## src/rtl/gemm_pkg.sv

```systemverilog
// rtl/gemm_pkg.sv - shared types, constants and helpers for the GEMM tile scheduler
package gemm_pkg;

   localparam int GemmSizeWidth = 32;

   typedef enum logic [2:0] {
      IDLE,
      CALC,
      DRAIN,
      WRITE,
      DONE
   } sched_state_e;

   // ceil(x / 2**lg) by add-and-shift; one extra bit keeps the bias add from wrapping.
   function automatic logic [GemmSizeWidth-1:0] ceil_div_pow2(input logic [GemmSizeWidth-1:0] x,
                                                              input int unsigned lg);
      logic [GemmSizeWidth:0] bias;
      logic [GemmSizeWidth:0] sum;
      bias = ((GemmSizeWidth+1)'(1) << lg) - (GemmSizeWidth+1)'(1);
      sum  = {1'b0, x} + bias;
      sum  = sum >> lg;
      return sum[GemmSizeWidth-1:0];
   endfunction

endpackage

```

## src/rtl/gemm_loop_counter.sv

```systemverilog
// rtl/gemm_loop_counter.sv - wrapping loop index with latched terminal value and last flag
module gemm_loop_counter #(
   parameter int Width = 32
) (
   input  logic             clk_i,
   input  logic             rst_i,
   input  logic             load_i,
   input  logic             clear_i,
   input  logic             inc_i,
   input  logic [Width-1:0] max_i,
   output logic [Width-1:0] count_o,
   output logic             last_o
);

   logic [Width-1:0] count_q, count_d;
   logic [Width-1:0] max_q, max_d;

   // Load captures the terminal value and restarts at 0; increment wraps to 0 after the terminal value.
   always_comb begin
      count_d = count_q;
      max_d   = max_q;
      if (load_i) begin
         max_d   = max_i;
         count_d = '0;
      end else if (clear_i) begin
         count_d = '0;
      end else if (inc_i) begin
         count_d = (count_q == max_q) ? '0 : count_q + Width'(1);
      end
   end

   // Index and terminal-value registers.
   always_ff @(posedge clk_i) begin
      if (rst_i) begin
         count_q <= '0;
         max_q   <= '0;
      end else begin
         count_q <= count_d;
         max_q   <= max_d;
      end
   end

   assign count_o = count_q;
   assign last_o  = (count_q == max_q);

endmodule

```

## src/rtl/gemm_tile_scheduler.sv

```systemverilog
// rtl/gemm_tile_scheduler.sv - output-tile walker driving A/B reads, MAC control and C writes (option: GEMM_SCHED_PERF_EN)
module gemm_tile_scheduler
   import gemm_pkg::*;
#(
   parameter int AddrWidth     = 12,
   parameter int SizeAddrWidth = GemmSizeWidth,
   parameter int RowPar        = 4,
   parameter int ColPar        = 16
) (
   input  logic                     clk_i,
   input  logic                     rst_i,
   input  logic                     start_i,
   input  logic [SizeAddrWidth-1:0] M_size_i,
   input  logic [SizeAddrWidth-1:0] K_size_i,
   input  logic [SizeAddrWidth-1:0] N_size_i,
   output logic [AddrWidth-1:0]     sram_a_addr_o,
   output logic [AddrWidth-1:0]     sram_b_addr_o,
   output logic [AddrWidth-1:0]     sram_c_addr_o,
   output logic                     sram_c_we_o,
   output logic                     mac_valid_o,
   output logic                     mac_clr_o,
   output logic                     busy_o,
   output logic                     done_o
`ifdef GEMM_SCHED_PERF_EN
   ,
   output logic [31:0]              cycle_cnt_o,
   output logic [31:0]              tile_cnt_o
`endif
);

   localparam int RowLg = $clog2(RowPar);
   localparam int ColLg = $clog2(ColPar);
   localparam logic [SizeAddrWidth-1:0] One = SizeAddrWidth'(1);

   sched_state_e state_q, state_d;
   logic [SizeAddrWidth-1:0] k_size_q, k_size_d;
   logic [SizeAddrWidth-1:0] nt_q, nt_d;
   logic [SizeAddrWidth-1:0] a_base_q, a_base_d;
   logic [SizeAddrWidth-1:0] b_base_q, b_base_d;
   logic [SizeAddrWidth-1:0] c_row_q, c_row_d;
   logic [AddrWidth-1:0]     a_hold_q, b_hold_q;
   logic                     mac_valid_q, mac_clr_q;

   logic [SizeAddrWidth-1:0] mt, nt;
   logic [SizeAddrWidth-1:0] k_cnt, cb_cnt, rb_cnt_unused;
   logic                     k_last, cb_last, rb_last;
   logic                     start_acc, size_zero, calc;
   logic [AddrWidth-1:0]     a_addr_calc, b_addr_calc;

   assign mt        = SizeAddrWidth'(ceil_div_pow2(GemmSizeWidth'(M_size_i), RowLg));
   assign nt        = SizeAddrWidth'(ceil_div_pow2(GemmSizeWidth'(N_size_i), ColLg));
   assign size_zero = (M_size_i == '0) || (K_size_i == '0) || (N_size_i == '0);
   assign calc      = (state_q == CALC);

   gemm_loop_counter #(.Width(SizeAddrWidth)) u_k_cnt (
      .clk_i(clk_i), .rst_i(rst_i), .load_i(start_acc), .clear_i(1'b0), .inc_i(calc),
      .max_i(K_size_i - One), .count_o(k_cnt), .last_o(k_last)
   );

   gemm_loop_counter #(.Width(SizeAddrWidth)) u_cb_cnt (
      .clk_i(clk_i), .rst_i(rst_i), .load_i(start_acc), .clear_i(1'b0),
      .inc_i(state_q == WRITE), .max_i(nt - One), .count_o(cb_cnt), .last_o(cb_last)
   );

   gemm_loop_counter #(.Width(SizeAddrWidth)) u_rb_cnt (
      .clk_i(clk_i), .rst_i(rst_i), .load_i(start_acc), .clear_i(1'b0),
      .inc_i((state_q == WRITE) && cb_last), .max_i(mt - One), .count_o(rb_cnt_unused),
      .last_o(rb_last)
   );

   // Tile walk: bases advance by K per tile column / row so no multiplier is needed.
   always_comb begin
      state_d   = state_q;
      k_size_d  = k_size_q;
      nt_d      = nt_q;
      a_base_d  = a_base_q;
      b_base_d  = b_base_q;
      c_row_d   = c_row_q;
      start_acc = 1'b0;
      unique case (state_q)
         IDLE: begin
            if (start_i) begin
               start_acc = 1'b1;
               k_size_d  = K_size_i;
               nt_d      = nt;
               a_base_d  = '0;
               b_base_d  = '0;
               c_row_d   = '0;
               state_d   = size_zero ? DONE : CALC;
            end
         end
         CALC:  if (k_last) state_d = DRAIN;
         DRAIN: state_d = WRITE;
         WRITE: begin
            if (cb_last) begin
               b_base_d = '0;
               a_base_d = a_base_q + k_size_q;
               c_row_d  = c_row_q + nt_q;
               state_d  = rb_last ? DONE : CALC;
            end else begin
               b_base_d = b_base_q + k_size_q;
               state_d  = CALC;
            end
         end
         DONE:    state_d = IDLE;
         default: state_d = IDLE;
      endcase
   end

   // State, latched sizes, bases, held read addresses and the one-cycle-delayed MAC strobes.
   always_ff @(posedge clk_i) begin
      if (rst_i) begin
         state_q     <= IDLE;
         k_size_q    <= '0;
         nt_q        <= '0;
         a_base_q    <= '0;
         b_base_q    <= '0;
         c_row_q     <= '0;
         a_hold_q    <= '0;
         b_hold_q    <= '0;
         mac_valid_q <= 1'b0;
         mac_clr_q   <= 1'b0;
      end else begin
         state_q     <= state_d;
         k_size_q    <= k_size_d;
         nt_q        <= nt_d;
         a_base_q    <= a_base_d;
         b_base_q    <= b_base_d;
         c_row_q     <= c_row_d;
         mac_valid_q <= calc;
         mac_clr_q   <= calc && (k_cnt == '0);
         if (calc) begin
            a_hold_q <= a_addr_calc;
            b_hold_q <= b_addr_calc;
         end
      end
   end

   assign a_addr_calc   = AddrWidth'(a_base_q + k_cnt);
   assign b_addr_calc   = AddrWidth'(b_base_q + k_cnt);
   assign sram_a_addr_o = calc ? a_addr_calc : a_hold_q;
   assign sram_b_addr_o = calc ? b_addr_calc : b_hold_q;
   assign sram_c_we_o   = (state_q == WRITE);
   assign sram_c_addr_o = (state_q == WRITE) ? AddrWidth'(c_row_q + cb_cnt) : '0;
   assign mac_valid_o   = mac_valid_q;
   assign mac_clr_o     = mac_clr_q;
   assign busy_o        = (state_q == CALC) || (state_q == DRAIN) || (state_q == WRITE);
   assign done_o        = (state_q == DONE);

`ifdef GEMM_SCHED_PERF_EN
   logic [31:0] cycle_cnt_q, tile_cnt_q;

   // Profiling counters: restart on each accepted start, saturate, hold after completion.
   always_ff @(posedge clk_i) begin
      if (rst_i || start_acc) begin
         cycle_cnt_q <= '0;
         tile_cnt_q  <= '0;
      end else begin
         if (busy_o && (cycle_cnt_q != '1)) cycle_cnt_q <= cycle_cnt_q + 32'd1;
         if ((state_q == WRITE) && (tile_cnt_q != '1)) tile_cnt_q <= tile_cnt_q + 32'd1;
      end
   end

   assign cycle_cnt_o = cycle_cnt_q;
   assign tile_cnt_o  = tile_cnt_q;
`endif

endmodule
```

## config.mk

```make
export PLATFORM = sky130hd
export DESIGN_NAME = gemm_tile_scheduler
export DESIGN_NICKNAME = d
export VERILOG_FILES = /design/src/rtl/gemm_pkg.sv /design/src/rtl/gemm_loop_counter.sv /design/src/rtl/gemm_tile_scheduler.sv
export SDC_FILE = /design/constraint.sdc
export NUM_CORES = 1
export LEC_CHECK = 0
export ABC_CLOCK_PERIOD_IN_PS = 3200
export CAP_MARGIN = 20
export CELL_PAD_IN_SITES_DETAIL_PLACEMENT = 1
export CELL_PAD_IN_SITES_GLOBAL_PLACEMENT = 2
export CORE_MARGIN = 2
export CORE_UTILIZATION = 26
export DETAILED_ROUTE_END_ITERATION = 16
export PLACE_DENSITY_LB_ADDON = 0.1
export SYNTH_ARGS = -nofsm -noshare
export SYNTH_HDL_FRONTEND = slang
export SYNTH_SLANG_ARGS = --single-unit
```

## constraint.sdc

```tcl
create_clock -name clk_i -period 3.2 [get_ports clk_i]
set_input_delay 0.96 -clock clk_i [delete_from_list [all_inputs] [get_ports clk_i]]
set_output_delay 0.96 -clock clk_i [all_outputs]
set_load 0.02 [all_outputs]
```

==> reports/summary.md <==
STA
* yes — RSZ-0062 raised after global routing
* 0 — Slew Limit Fails
* 0 — Final Hold Fails
* 0.0311 ns — final setup skew
* 266 MHz — Peak Freq
* -7.53 ns — final-layout setup total negative slack
* 1.18 — post-route fraction of the period consumed by the critical path
* 0.268 — Max-Slew Margin vs Limit
* -0.563 ns — final worst setup slack
* 23 — Setup violations, final
* 1.09 ns — Worst-Margin Slew
* 3.76 ns — minimum clock period

GRT
* 125 — pin count of the biggest net entering global routing
* 0.0209 — met3 layer usage reported by global route
* met2 — GRT busiest layer
* 1 — initial antenna violation count
* 0.195 — global-route usage over all layers
* 18,056 — via count of the first global-routing pass
* 104,000 um — first-pass GRT wire length
* 0.367 — met2 global-route usage
* 0.234 — global-route track usage on met1
* 0 — remaining global-route overflow

Pwr
* 0.405 — relative contribution of sequential cells to total power
* 10.0 nW — leakage power
* 6.67 mW — cell internal pwr
* 382 nW/um2 — P per Cell Area
* 0.448 — clock network power share
* 0.281 — net switching fraction of the power
* 2.60 mW — switching power
* 0.147 — part of the power in combinational logic
* 0.283 mV — largest vdd supply drop

Placement
* 22,000 um2 — placed cell area
* 53,000 um — Post-DP HPWL
* 139 — Buffers on Ports
* -0.748 ns — post-place setup slack
* 0.827 — routability congestion estimate

Synth
* 0 — EDFF count, synth
* 279 — synthesized flop and latch total
* sky130_fd_sc_hd__dfxtp_1 — leading register cell type out of synthesis
* 2,319 — number of nets produced by synthesis
* 0 — Synth async-reset ratio
* 2,140 — cell count after synthesis
* 8.08 um2 — Avg Synthesized Cell Area
* 0 — yosys warns
* 0.323 — fraction of the yosys area taken by sequential cells
* 17,300 um2 — synthesized area
* 90 — number of different library cells in the post-synthesis netlist

Floorplan
* 0.263 — initial core utilization
* 94 — Row Count
* 68,600 um2 — area enclosed by the die boundary
* 262 um — Die W
* 262 um — Die Span Y
* 140 — I/O pins
* 65,700 um2 — area of the core

Cells and area
* 5600 um2 — Storage cell area
* 12,000 um2 — area of the multi-input gates
* 40.5% — area growth from synthesis to layout
* 0.243 — fraction of final layout cells with drive strength greater than 1
* 24,300 um2 — final non-filler cell area
* 0 — antenna fix cells
* 7,707 — number of fill cells
* 2,762 — NumNets Final

Worst setup path
* 2.80 ns — data arrival at the endpoint of the critical path
* 3 — largest fanout of any net on the critical path
* output pin — capturing element type of the critical path
* register — startpoint type of the worst setup path
* sky130_fd_sc_hd__fa_2 — Slowest cell on crit path
* 2.24 ns — required time at the endpoint of the critical path
* sky130_fd_sc_hd__o21ai_2 — cell repeated most along the worst path
* ha_4 -> inv_2 -> fa_2 -> nor2b_2 -> o21ai_2 -> a21boi_2 -> o21ai_2 -> buf_4 -> a21o_1 -> a211o_1 -> buf_6 — cell breakdown of the critical path
* reg2out — kind of critical path
* 0.40 ns — delay of the slowest cell on the worst path

Route
* 4 — drt first pass iters
* 19.6 um — wire per inst
* 68,200 um — total routed wirelength
* 605 — Initial DRC Count
* 17,200 — Via Count
* 4.95 — detail-routed via count per cell
* 0 — antenna viol nets, final
* 0 — DRC errors left

Job
* 0 — number of max-cap violations

Clocking
* built — CTS tree
* sky130_fd_sc_hd__clkbuf_16 — clock root buffer
* 0.56 ns — worst skew pair latency
* 3 — Bufs on Longest Clock Path
* 0.06 ns — clock slew at the register clock pins of the worst setup and hold paths
* 279 — clock sink total
* 0 — number of hold-repair buffers added at the cts stage
* 2 — maximum level of the CTS H-tree
* 38 — TritonCTS buffer count

Worst hold path
* reg2reg — min-delay worst type

Outcome
* setup timing — violations in the final reports
* finished with violations — status

[cell families (layout without fill, tap and decap cells)]
| kind of cell | Yosys count | count (layout) | synth area share |
|---|---|---|---|
| AOI/OAI and AO/OA | 386 | 387 | 0.147 |
| xor gates and xnor gates | 315 | 315 | 0.160 |
| adders and majority gates | 80 | 80 | 0.0605 |
| buffers and inverters | 144 | 612 | 0.0344 |
| DFF | 279 | 279 | 0.323 |
| muxes | 12 | 12 | 0.00702 |
| and+or+nand+nor | 924 | 924 | 0.269 |
[stage by stage]
step	hold WS (ns)	instances	power, mW	utilization
global route	0.498	3473	9.71	0.370
finish	0.461	3473	9.27	0.370
floorplan	0.439	2140	4.46	-
global placement	0.454	3373	5.12	0.334
detailed placement	0.456	3373	5.15	0.334
CTS	0.464	3463	9.41	0.361
[per-layer routing]
layer  up-vias  routed length (um)
met1      8429               29300
met4         2                1610
li1       8483                   -
met3        82                1670
met2       204               35600
met5         -                   8
[power groups by stage]
stage | combinational, mW | sequential, mW | clock (mW)
2_1_floorplan | 0.692 | 3.77 | 0
3_3_place_gp | 1.30 | 3.83 | 0
3_5_place_dp | 1.32 | 3.83 | 0
4_1_cts | 1.35 | 3.75 | 4.31
5_1_grt | 1.50 | 3.76 | 4.45
6_report | 1.36 | 3.75 | 4.16
[cell usage after synthesis, types with 5 or more instances]
| cell | n | area [um2] |
|---|---|---|
| sky130_fd_sc_hd__o21bai_1 | 5 | 37.5 |
| sky130_fd_sc_hd__buf_6 | 5 | 56.3 |
| sky130_fd_sc_hd__and4_1 | 15 | 131 |
| sky130_fd_sc_hd__nand3_1 | 70 | 350 |
| sky130_fd_sc_hd__a32oi_1 | 5 | 43.8 |
| sky130_fd_sc_hd__o21a_1 | 7 | 52.6 |
| sky130_fd_sc_hd__or2_2 | 13 | 81.3 |
| sky130_fd_sc_hd__mux2i_1 | 11 | 110 |
| sky130_fd_sc_hd__clkbuf_1 | 85 | 319 |
| sky130_fd_sc_hd__o31ai_1 | 9 | 67.6 |
| sky130_fd_sc_hd__nor3_1 | 54 | 270 |
| sky130_fd_sc_hd__nand2b_1 | 9 | 56.3 |
| sky130_fd_sc_hd__nor2_1 | 299 | 1120 |
| sky130_fd_sc_hd__xnor2_1 | 112 | 981 |
| sky130_fd_sc_hd__inv_1 | 42 | 158 |
| sky130_fd_sc_hd__a31oi_1 | 15 | 93.8 |
| sky130_fd_sc_hd__and3_1 | 35 | 219 |
| sky130_fd_sc_hd__nor2b_1 | 9 | 56.3 |
| sky130_fd_sc_hd__a21o_1 | 15 | 113 |
| sky130_fd_sc_hd__nand4_1 | 55 | 344 |
| sky130_fd_sc_hd__o211ai_1 | 6 | 45.0 |
| sky130_fd_sc_hd__and2_1 | 37 | 231 |
| sky130_fd_sc_hd__nand2_1 | 189 | 709 |
| sky130_fd_sc_hd__nor4_2 | 6 | 75.1 |
| sky130_fd_sc_hd__o21ai_0 | 76 | 380 |
| sky130_fd_sc_hd__nor4_1 | 52 | 325 |
| sky130_fd_sc_hd__or3_1 | 19 | 119 |
| sky130_fd_sc_hd__dfxtp_1 | 279 | 5590 |
| sky130_fd_sc_hd__a21oi_1 | 105 | 526 |
| sky130_fd_sc_hd__or4_1 | 13 | 97.6 |
| sky130_fd_sc_hd__fa_1 | 6 | 120 |
| sky130_fd_sc_hd__nand3b_1 | 13 | 97.6 |
| sky130_fd_sc_hd__a22oi_1 | 22 | 165 |
| sky130_fd_sc_hd__nor3b_1 | 7 | 52.6 |
| sky130_fd_sc_hd__xor2_1 | 203 | 1780 |
| sky130_fd_sc_hd__ha_1 | 74 | 926 |
| sky130_fd_sc_hd__a211oi_1 | 58 | 435 |
[critical path: cells and delay by family, from the launching register on]
| kind | cells | cell delay, ns |
|---|---|---|
| AO/OA/AOI/OAI | 5 | 0.85 |
| adder cells (fa/ha/maj) | 2 | 0.54 |
| flip-flops | 1 | 0.38 |
| buffers and inverters | 3 | 0.35 |
| AND/OR/NAND/NOR | 1 | 0.14 |
[cell type report]
| cell class | count | share of cell area |
|---|---|---|
| Multi-Input combinational cell | 1718 | 0.492 |
| Sequential cell | 279 | 0.231 |
| Timing Repair Buffer | 504 | 0.177 |
| Clock buffer | 55 | 0.0451 |
| Tap cell | 864 | 0.0445 |
| Inverter | 42 | 0.00649 |
| Clock inverter | 11 | 0.00417 |
[final timing paths]
kind,start,endpoint,slack (ns),cells past startpoint
max,u_k_cnt.count_o[0],sram_b_addr_o[8],-0.56,11
min,a_hold_q[6],a_hold_q[6],0.46,2
max reg2reg,u_k_cnt.count_o[1],b_hold_q[5],0.18,21
min reg2reg,a_hold_q[6],a_hold_q[6],0.46,2
[state kept, by name, indices dropped and copies added (netlist names)]
register and count:
u_rb_cnt.max_q 32, c_row_q 12, b_base_q 12, u_k_cnt.max_q 32, b_hold_q 12, nt_q 12
a_base_q 12, k_size_q 12, u_cb_cnt.count_o 32, u_cb_cnt.max_q 30, u_k_cnt.count_o 32, mac_clr_o 1
mac_valid_o 1, a_hold_q 12, state_q 3, u_rb_cnt.count_o 32
[cells in the final DEF (no fill, tap or decap), types with 12 or more instances in the layout]
| cell | count |
|---|---|
| sky130_fd_sc_hd__o21ai_1 | 13 |
| sky130_fd_sc_hd__and4_1 | 15 |
| sky130_fd_sc_hd__clkdlybuf4s50_1 | 95 |
| sky130_fd_sc_hd__nand3b_1 | 13 |
| sky130_fd_sc_hd__nand4_1 | 55 |
| sky130_fd_sc_hd__xor2_1 | 197 |
| sky130_fd_sc_hd__a31oi_1 | 12 |
| sky130_fd_sc_hd__a22oi_1 | 22 |
| sky130_fd_sc_hd__nor2_1 | 294 |
| sky130_fd_sc_hd__dfxtp_1 | 268 |
| sky130_fd_sc_hd__ha_1 | 65 |
| sky130_fd_sc_hd__clkbuf_16 | 39 |
| sky130_fd_sc_hd__and3_1 | 34 |
| sky130_fd_sc_hd__xnor2_1 | 107 |
| sky130_fd_sc_hd__o21ai_0 | 47 |
| sky130_fd_sc_hd__o21ai_2 | 16 |
| sky130_fd_sc_hd__or2_2 | 13 |
| sky130_fd_sc_hd__nor4_1 | 47 |
| sky130_fd_sc_hd__buf_6 | 35 |
| sky130_fd_sc_hd__or3_1 | 17 |
| sky130_fd_sc_hd__nand2_1 | 186 |
| sky130_fd_sc_hd__nor3_1 | 50 |
| sky130_fd_sc_hd__a211oi_1 | 50 |
| sky130_fd_sc_hd__a21o_1 | 15 |
| sky130_fd_sc_hd__inv_1 | 39 |
| sky130_fd_sc_hd__a21oi_1 | 93 |
| sky130_fd_sc_hd__nand3_1 | 67 |
| sky130_fd_sc_hd__buf_4 | 348 |
| sky130_fd_sc_hd__and2_1 | 35 |
[repair_timing]
| item | in CTS | in global routing |
|---|---|---|
| buffers inserted | 23 | 16 |
| setup endpoints to repair | 48 | 63 |
| resized for setup | 258 | 117 |
| endpoints found under the hold margin | 0 | 0 |
| cloned | 2 | 1 |
| pin swaps | 57 | 63 |
Power figures use the tool's default switching activity.
